--- config.mk ---
export PLATFORM = sky130hd
export DESIGN_NAME = vertical_timing_gen
export DESIGN_NICKNAME = d
export VERILOG_FILES = /design/src/rtl/video_timing_pkg.sv /design/src/rtl/irq_latch.sv /design/src/rtl/vertical_timing_gen.sv
export SDC_FILE = /design/constraint.sdc
export NUM_CORES = 1
export LEC_CHECK = 0
export ABC_AREA = 1
export CAP_MARGIN = 30
export CELL_PAD_IN_SITES_DETAIL_PLACEMENT = 0
export CELL_PAD_IN_SITES_GLOBAL_PLACEMENT = 1
export CORE_MARGIN = 2
export CORE_UTILIZATION = 36
export DETAILED_ROUTE_END_ITERATION = 7
export GPL_TIMING_DRIVEN = 0
export PLACE_DENSITY = 0.75
export SYNTH_ARGS = -nofsm -noshare
export SYNTH_HDL_FRONTEND = slang
export SYNTH_SLANG_ARGS = --single-unit
--- constraint.sdc ---
create_clock -name clk100 -period 1.7 [get_ports clk100]
set_input_delay 0.34 -clock clk100 [delete_from_list [all_inputs] [get_ports clk100]]
set_output_delay 0.34 -clock clk100 [all_outputs]
set_load 0.03 [all_outputs]
--- src/rtl/video_timing_pkg.sv ---
// video_timing_pkg: shared constants and types for the vertical timing stage.
// Contents: default frame geometry (scanlines per frame, visible lines, VSYNC position and length),
//           the 9-bit scanline type, and the state encoding used by the interrupt latches.
package video_timing_pkg;

   localparam int V_TOTAL_DEF     = 262;
   localparam int V_ACTIVE_DEF    = 240;
   localparam int VSYNC_START_DEF = 244;
   localparam int VSYNC_LEN_DEF   = 3;

   typedef logic [8:0] vline_t;

   typedef enum logic {IRQ_IDLE, IRQ_PEND} irq_state_t;

endpackage

--- src/rtl/irq_latch.sv ---
// irq_latch: level interrupt request that is set by an event pulse and cleared by a CPU acknowledge.
// Ports: clk100 system clock; rst_b async active-low reset; set event pulse; ack clear pulse;
//        irq_b active-low pending flag (1 out of reset).
// A set arriving in the same cycle as an ack takes priority, so no event is lost.
module irq_latch
   import video_timing_pkg::*;
(
   input  logic clk100,
   input  logic rst_b,
   input  logic set,
   input  logic ack,
   output logic irq_b
);

   irq_state_t r_state;
   irq_state_t w_next;

   always_ff @(posedge clk100 or negedge rst_b)
      if (!rst_b) r_state <= IRQ_IDLE;
      else        r_state <= w_next;

   always_comb begin
      w_next = r_state;
      if (set)      w_next = IRQ_PEND;
      else if (ack) w_next = IRQ_IDLE;
   end

   assign irq_b = (r_state == IRQ_IDLE);

endmodule

--- src/rtl/vertical_timing_gen.sv ---
// vertical_timing_gen: scanline counter with VBLANK/VSYNC windows, frame pulse and VBLANK interrupt.
// Ports: clk100 system clock; rst_b async active-low reset;
//        MCKR, HSYNC sampled as data (never clocks); vint_ack clears VINT_b;
//        vcount scanline number; VBLANK_b, VSYNC_b active-low windows; VINT_b pending VBLANK irq;
//        frame_start one-cycle pulse on wrap to line 0.
// Build option VTIMING_SCANLINE_IRQ_EN adds irq_line, scan_ack and SCAN_INT_b (scanline compare irq).
module vertical_timing_gen
   import video_timing_pkg::*;
#(
   parameter int VW          = 9,
   parameter int V_TOTAL     = V_TOTAL_DEF,
   parameter int V_ACTIVE    = V_ACTIVE_DEF,
   parameter int VSYNC_START = VSYNC_START_DEF,
   parameter int VSYNC_LEN   = VSYNC_LEN_DEF
) (
   input  logic          clk100,
   input  logic          rst_b,
   input  logic          MCKR,
   input  logic          HSYNC,
   input  logic          vint_ack,
   output logic [VW-1:0] vcount,
   output logic          VBLANK_b,
   output logic          VSYNC_b,
   output logic          VINT_b,
   output logic          frame_start
`ifdef VTIMING_SCANLINE_IRQ_EN
   ,
   input  logic [VW-1:0] irq_line,
   input  logic          scan_ack,
   output logic          SCAN_INT_b
`endif
);

   localparam logic [VW-1:0] L_LAST   = VW'(V_TOTAL - 1);
   localparam logic [VW-1:0] L_ACTIVE = VW'(V_ACTIVE);
   localparam logic [VW-1:0] L_VS_BEG = VW'(VSYNC_START);
   // One bit wider so a window ending exactly at 2**VW still compares correctly
   localparam logic [VW:0]   L_VS_END = (VW+1)'(VSYNC_START + VSYNC_LEN);

   if (V_TOTAL > 2**VW) begin : g_bad_total
      $error("V_TOTAL does not fit in vcount");
   end
   if (V_ACTIVE >= V_TOTAL) begin : g_bad_active
      $error("V_ACTIVE must be below V_TOTAL");
   end
   if (VSYNC_START + VSYNC_LEN > V_TOTAL) begin : g_bad_vsync
      $error("VSYNC window runs past V_TOTAL");
   end

   logic          r_mckr_q;
   logic          r_hsync_q;
   logic          w_mckr_rise;
   logic          w_line_tick;
   logic [VW-1:0] w_vnext;

   assign w_mckr_rise = MCKR & ~r_mckr_q;
   // HSYNC is only looked at on MCKR rises, so glitches between rises are invisible
   assign w_line_tick = w_mckr_rise & HSYNC & ~r_hsync_q;
   assign w_vnext     = !w_line_tick ? vcount : (vcount == L_LAST) ? '0 : vcount + 1'b1;

   // hsync_q resets high so an HSYNC already high at release is not seen as a rise
   always_ff @(posedge clk100 or negedge rst_b)
      if (!rst_b) begin
         r_mckr_q    <= 1'b0;
         r_hsync_q   <= 1'b1;
         vcount      <= '0;
         VBLANK_b    <= 1'b1;
         VSYNC_b     <= 1'b1;
         frame_start <= 1'b0;
      end else begin
         r_mckr_q    <= MCKR;
         if (w_mckr_rise) r_hsync_q <= HSYNC;
         vcount      <= w_vnext;
         VBLANK_b    <= ~(w_vnext >= L_ACTIVE);
         VSYNC_b     <= ~((w_vnext >= L_VS_BEG) && ({1'b0, w_vnext} < L_VS_END));
         frame_start <= w_line_tick && (vcount == L_LAST);
      end

   irq_latch u_vint (
      .clk100 (clk100),
      .rst_b  (rst_b),
      .set    (w_line_tick && (w_vnext == L_ACTIVE)),
      .ack    (vint_ack),
      .irq_b  (VINT_b)
   );

`ifdef VTIMING_SCANLINE_IRQ_EN
   // w_vnext never reaches V_TOTAL, so an out-of-range irq_line simply never matches
   irq_latch u_scan (
      .clk100 (clk100),
      .rst_b  (rst_b),
      .set    (w_line_tick && (w_vnext == irq_line)),
      .ack    (scan_ack),
      .irq_b  (SCAN_INT_b)
   );
`endif

endmodule

# Word-level counts from Yosys, hierarchy flattened
# Index checks and enable logic that the tools add are counted.
# op_classes
reduce_logical,4
mux,4
bitwise,8
n_eq_ne,2
magnitude_cmp,3
n_addsub,1
# op_table
cell,count
$ge A9 B8 Y1 const B,2
$mux W9,2
$add A9 B1 Y9 const B,1
$eq A9 B8 Y1 const B,1
$eq A9 B9 Y1 const B,1
$lt A9 B8 Y1 const B,1
$not A1 Y1,5
$and A1 B1 Y1,3
$logic_and A1 B1 Y1,3
$mux W1,2
$reduce_bool A2 Y1,1
# word_totals
input_bits,5
wordCells,29
output_inout_bits,13
register_bits,15

# Depth between registers and ports, before layout
# logic_depth
word_depth,8
ltp_mapped,12

# By module
# Synthesis repeated with hierarchy kept, for this count alone.
# hier_totals
cells_unflattened,123
area_unflattened_um2,900.9
# modules_own_cells
mod,cells_each,n_inst,area_each_um2
vertical_timing_gen,117,1,857.1
irq_latch,6,1,43.8

# Worst setup path after synthesis
# OpenSTA, ideal clock, no wires.
# synth_timing
path_kind,register to register
from,reg vcount[0]
to,reg u_vint.r_state
setup_time_ns,0.065
synth_period_minus_slack_ns,1.624
required_ns,1.635
path_buffers,0
stages_incl_launch_ff,12
arrival_time_ns,1.559
setup_slack_ns,0.076
path_cell_list,dfrtp_1 ha_1 nand2_2 nor3_2 nand2_1 nand2_1 nand2_1 inv_2 nand2_2 nor2_4 nand2_1 nand2_1
# synth_via
elab_chain_len,6
elab_cells_between_ends,8
# synth_lines
element,line_no,text
"start, declared",vertical_timing_gen.sv:21,"output logic [VW-1:0] vcount,"
"start signal, assigned",vertical_timing_gen.sv:73,vcount <= w_vnext;
$add A9 B1 Y9 / $eq A9 B9 Y1 (equally long branches),vertical_timing_gen.sv:59,assign w_vnext = !w_line_tick ? vcount : (vcount == L_LAST) ? '0 : vcount + 1'b1;
$mux W9 (*) (2 in a row),vertical_timing_gen.sv:59,
via w_vnext[6],vertical_timing_gen.sv:54,logic [VW-1:0] w_vnext;
$eq A9 B8 Y1 (*),vertical_timing_gen.sv:82,".set (w_line_tick && (w_vnext == L_ACTIVE)),"
$logic_and A1 B1 Y1 (*),vertical_timing_gen.sv:82,
$mux W1 / $reduce_bool A2 Y1 (equally long branches),-,
"end signal, assigned",irq_latch.sv:20,else r_state <= w_next;
"end, declared",irq_latch.sv:15,irq_state_t r_state;
# Mark *: on every way through the listed nets, which the timed path passes. The rest lies on a longest branch.
# A chain may end at the register's enable or synchronous reset.

# Worst setup path after layout
# layout_timing
from,reg frame_start
to,out frame_start
# layout_rtl
element,line_no,text
"start, declared",vertical_timing_gen.sv:25,output logic frame_start
"start signal, assigned",vertical_timing_gen.sv:76,frame_start <= w_line_tick && (vcount == L_LAST);
# No word-level cell between the ends.

==> parameters.txt <==
Parameter                              Value

Run status
  Run status    complete, no violations

Clock tree
  TritonCTS buffer count    3
  Maximum clock insertion buffer count    2
  CTS tree    yes
  Number of sinks driven by the clock tree    15
  # H-tree levels    1
  Clock insertion delay at the later pin of the skew report    0.28 ns
  CTS root buffer    sky130_fd_sc_hd__clkbuf_4
  Clock-pin slew of the registers on the worst-case setup and hold paths    0.09 ns

Finish
  Highest-count cells in the layout ignoring fill and taps    sky130_fd_sc_hd__nand2_1 (37), sky130_fd_sc_hd__inv_1 (27), sky130_fd_sc_hd__nor2_1 (15), sky130_fd_sc_hd__dlygate4sd2_1 (12), sky130_fd_sc_hd__dfrtp_1 (11)
  Non-Filler Instances    184
  Most common library cell in the layout ignoring fill and taps    sky130_fd_sc_hd__nand2_1
  Area growth syn-to-layout    27.9%
  Number of nets at the end of the flow    162
  Diodes inserted    0
  Layout cells sized above 1    0.201

Power
  Maximum vdd drop    0.722 mV
  Pleak    0.639 nW
  Power Dens Cells    1430 nW/µm²

Routing
  First drt pass iteration count    4
  DRC errors left    0
  Vias/cell    4.50
  Detailed router's first-iteration violation count    14
  Final wirelength    2040 µm
  Number of antenna-violating nets in the routed design    0
  Via count of the routed design    828
  Routed wirelength normalized by instance count    11.1 µm

Timing
  Top achievable clock speed    618 MHz
  Shortest period the worst path allows    1.62 ns
  Max transition margin    0.549
  Final hold violation count    0
  Slew at the pin closest to its max-slew limit    0.674 ns
  Crit path setup slack, layout    0.0831 ns
  Final-report setup violation count    0
  Tcrit/Tclk final    0.951
  Skew final    0.00242 ns
  Total count of max-transition violations in the final report    0

Floorplan
  Core Box Area    2500 µm²
  Chip Height    55.4 µm
  Ports placed on the boundary    18
  Effective utilization at floorplan    0.380
  Total die area    3060 µm²
  DIE WIDTH    55.4 µm
  Site row count    18

Setup path
  CP Launch Type    register
  Slowest CP cell    sky130_fd_sc_hd__clkdlybuf4s50_1
  Worst reg2reg path endpoint    u_vint.r_state
  Largest delay share family, worst path    buffers and inverters
  Type of element capturing the critical path    output pin
  Kind of critical path    register to output pin
  Required time of the critical path    1.36 ns
  Critical Path AT    1.28 ns
  Crit-path max cell delay    0.66 ns
  Number of cells on the critical path    1
  Critical path buffer and inverter count    1
  Termination of the worst setup path    frame_start
  Worst Path Max Fanout    1
  Launching element of the worst setup path    frame_start
  Cells traversed along the worst timing path    clkdlybuf4s50_1
  Length in cells of the worst reg-to-reg path    11
  Reg-to-reg startpoint    vcount[1]
  Worst reg-to-reg setup slack    0.14 ns

GRT
  Overall routing resource usage    0.149
  Overflow left after global routing    0
  Number of antenna violations at the first check in global routing    0
  Wire length of the first global-routing pass    3640 µm
  Via count of the first global-routing pass    823
  Pin count of the biggest net entering global routing    16

Synthesis
  Gate Count Post-Synth    130
  Total of warnings raised by yosys    0
  Cell area after technology mapping    950 µm²
  Post-Synthesis Mean Instance Area    7.31 µm²
  Sequential element share of the synthesized area    0.399
  Flops & latches, synth    15
  Cell variety after synth    21
  Net Count, Synth    137

Job
  Reported max-cap violation count    0

Placed design
  Cell total after placement    177
  GPL Wtd Cong    0.835
  Worst Setup Slack post-DPL    -0.229 ns
  Estimated wirelength of the detail-placed design    1600 µm
  Port buffer count    17

Min path
  Path category of the worst min-delay check    input port to async pin
worst min path at each step:
stage	start	endpoint
2_1_floorplan	rst_b	frame_start
3_3_place_gp	r_hsync_q	r_hsync_q
3_5_place_dp	r_hsync_q	r_hsync_q
4_1_cts	rst_b	vcount[8]
5_1_grt	rst_b	vcount[8]
6_report	rst_b	u_vint.r_state
flip-flops by register name, indices dropped and copies added, names as in the netlist:
signal / count
vcount: 9
VBLANK_b: 1
r_hsync_q: 1
frame_start: 1
r_mckr_q: 1
u_vint.r_state: 1
VSYNC_b: 1
kinds of logic (layout without fill, tap and decap cells):
| logic type | Yosys count | after routing | synth area share |
|---|---|---|---|
| and+or+nand+nor | 80 | 80 | 0.430 |
| buffers and inverters | 30 | 54 | 0.126 |
| DFF | 15 | 15 | 0.399 |
| AOI/OAI and AO/OA | 3 | 3 | 0.0184 |
| adders and majority gates | 2 | 2 | 0.0263 |
layout make-up:
class / instances / area [µm²]
Clock buffer: 4 / 26.3
Inverter: 29 / 109
Fill cell: 243 / 1280
Sequential cell: 15 / 380
Timing Repair Buffer: 20 / 178
Multi-Input combinational cell: 85 / 473
Tap cell: 30 / 37.5
Buffer: 1 / 11.3
per-stage QoR:
stage / setup TNS [ns] / power [mW] / utilization / hold slack [ns] / cell area (µm²)
6_report: 0 / 1.74 / 0.486 / 0.466 / 1210
5_1_grt: -0.0123 / 1.90 / 0.486 / 0.517 / 1210
4_1_cts: 0 / 1.72 / 0.467 / 0.495 / 1170
3_5_place_dp: -0.675 / 1.57 / 0.463 / 0.525 / 1160
3_3_place_gp: -0.695 / 1.56 / 0.463 / 0.521 / 1160
2_1_floorplan: 0 / 1.25 / - / 0.0444 / 950
synthesized netlist by cell type:
cell	number	area (µm²)
sky130_fd_sc_hd__a21boi_0	1	7.51
sky130_fd_sc_hd__a21oi_1	1	5.00
sky130_fd_sc_hd__buf_6	1	11.3
sky130_fd_sc_hd__dfrtp_1	12	300
sky130_fd_sc_hd__dfstp_2	3	78.8
sky130_fd_sc_hd__ha_1	2	25.0
sky130_fd_sc_hd__inv_1	27	101
sky130_fd_sc_hd__inv_2	2	7.51
sky130_fd_sc_hd__nand2_1	38	143
sky130_fd_sc_hd__nand2_2	3	18.8
sky130_fd_sc_hd__nand3_1	8	40.0
sky130_fd_sc_hd__nand3_2	3	30.0
sky130_fd_sc_hd__nand3_4	1	17.5
sky130_fd_sc_hd__nand3b_1	1	7.51
sky130_fd_sc_hd__nand4_1	4	25.0
sky130_fd_sc_hd__nor2_1	16	60.1
sky130_fd_sc_hd__nor2_4	3	33.8
sky130_fd_sc_hd__nor3_2	1	10.0
sky130_fd_sc_hd__nor3_4	1	16.3
sky130_fd_sc_hd__o21ai_0	1	5.00
sky130_fd_sc_hd__or2_2	1	6.26
power by group:
| part | switching [mW] | internal [mW] | leakage, nW |
|---|---|---|---|
| Sequential | 0.135 | 0.464 | 0.172 |
| Combinational | 0.626 | 0.305 | 0.452 |
| Clock | 0.116 | 0.0908 | 0.0150 |
| Total | 0.877 | 0.860 | 0.639 |
per-layer routing:
metal | GRT usage | part of all wire
met1 | 0.198 | 0.47
met2 | 0.240 | 0.50
met3 | 0.0281 | 0.026
met4 | 0.0523 | 0.0074
met5 | 0 | 0
repair_timing:
| action | 4_1_cts | 5_1_grt |
|---|---|---|
| hold buffers | 0 | 0 |
| cloned | 0 | 0 |
| resized for setup | 12 | 7 |
| buffers inserted | 0 | 3 |
| pin swaps | 0 | 1 |
| setup endpoints to repair | 12 | 3 |
Note: power is estimated with default switching activity, not from simulation.
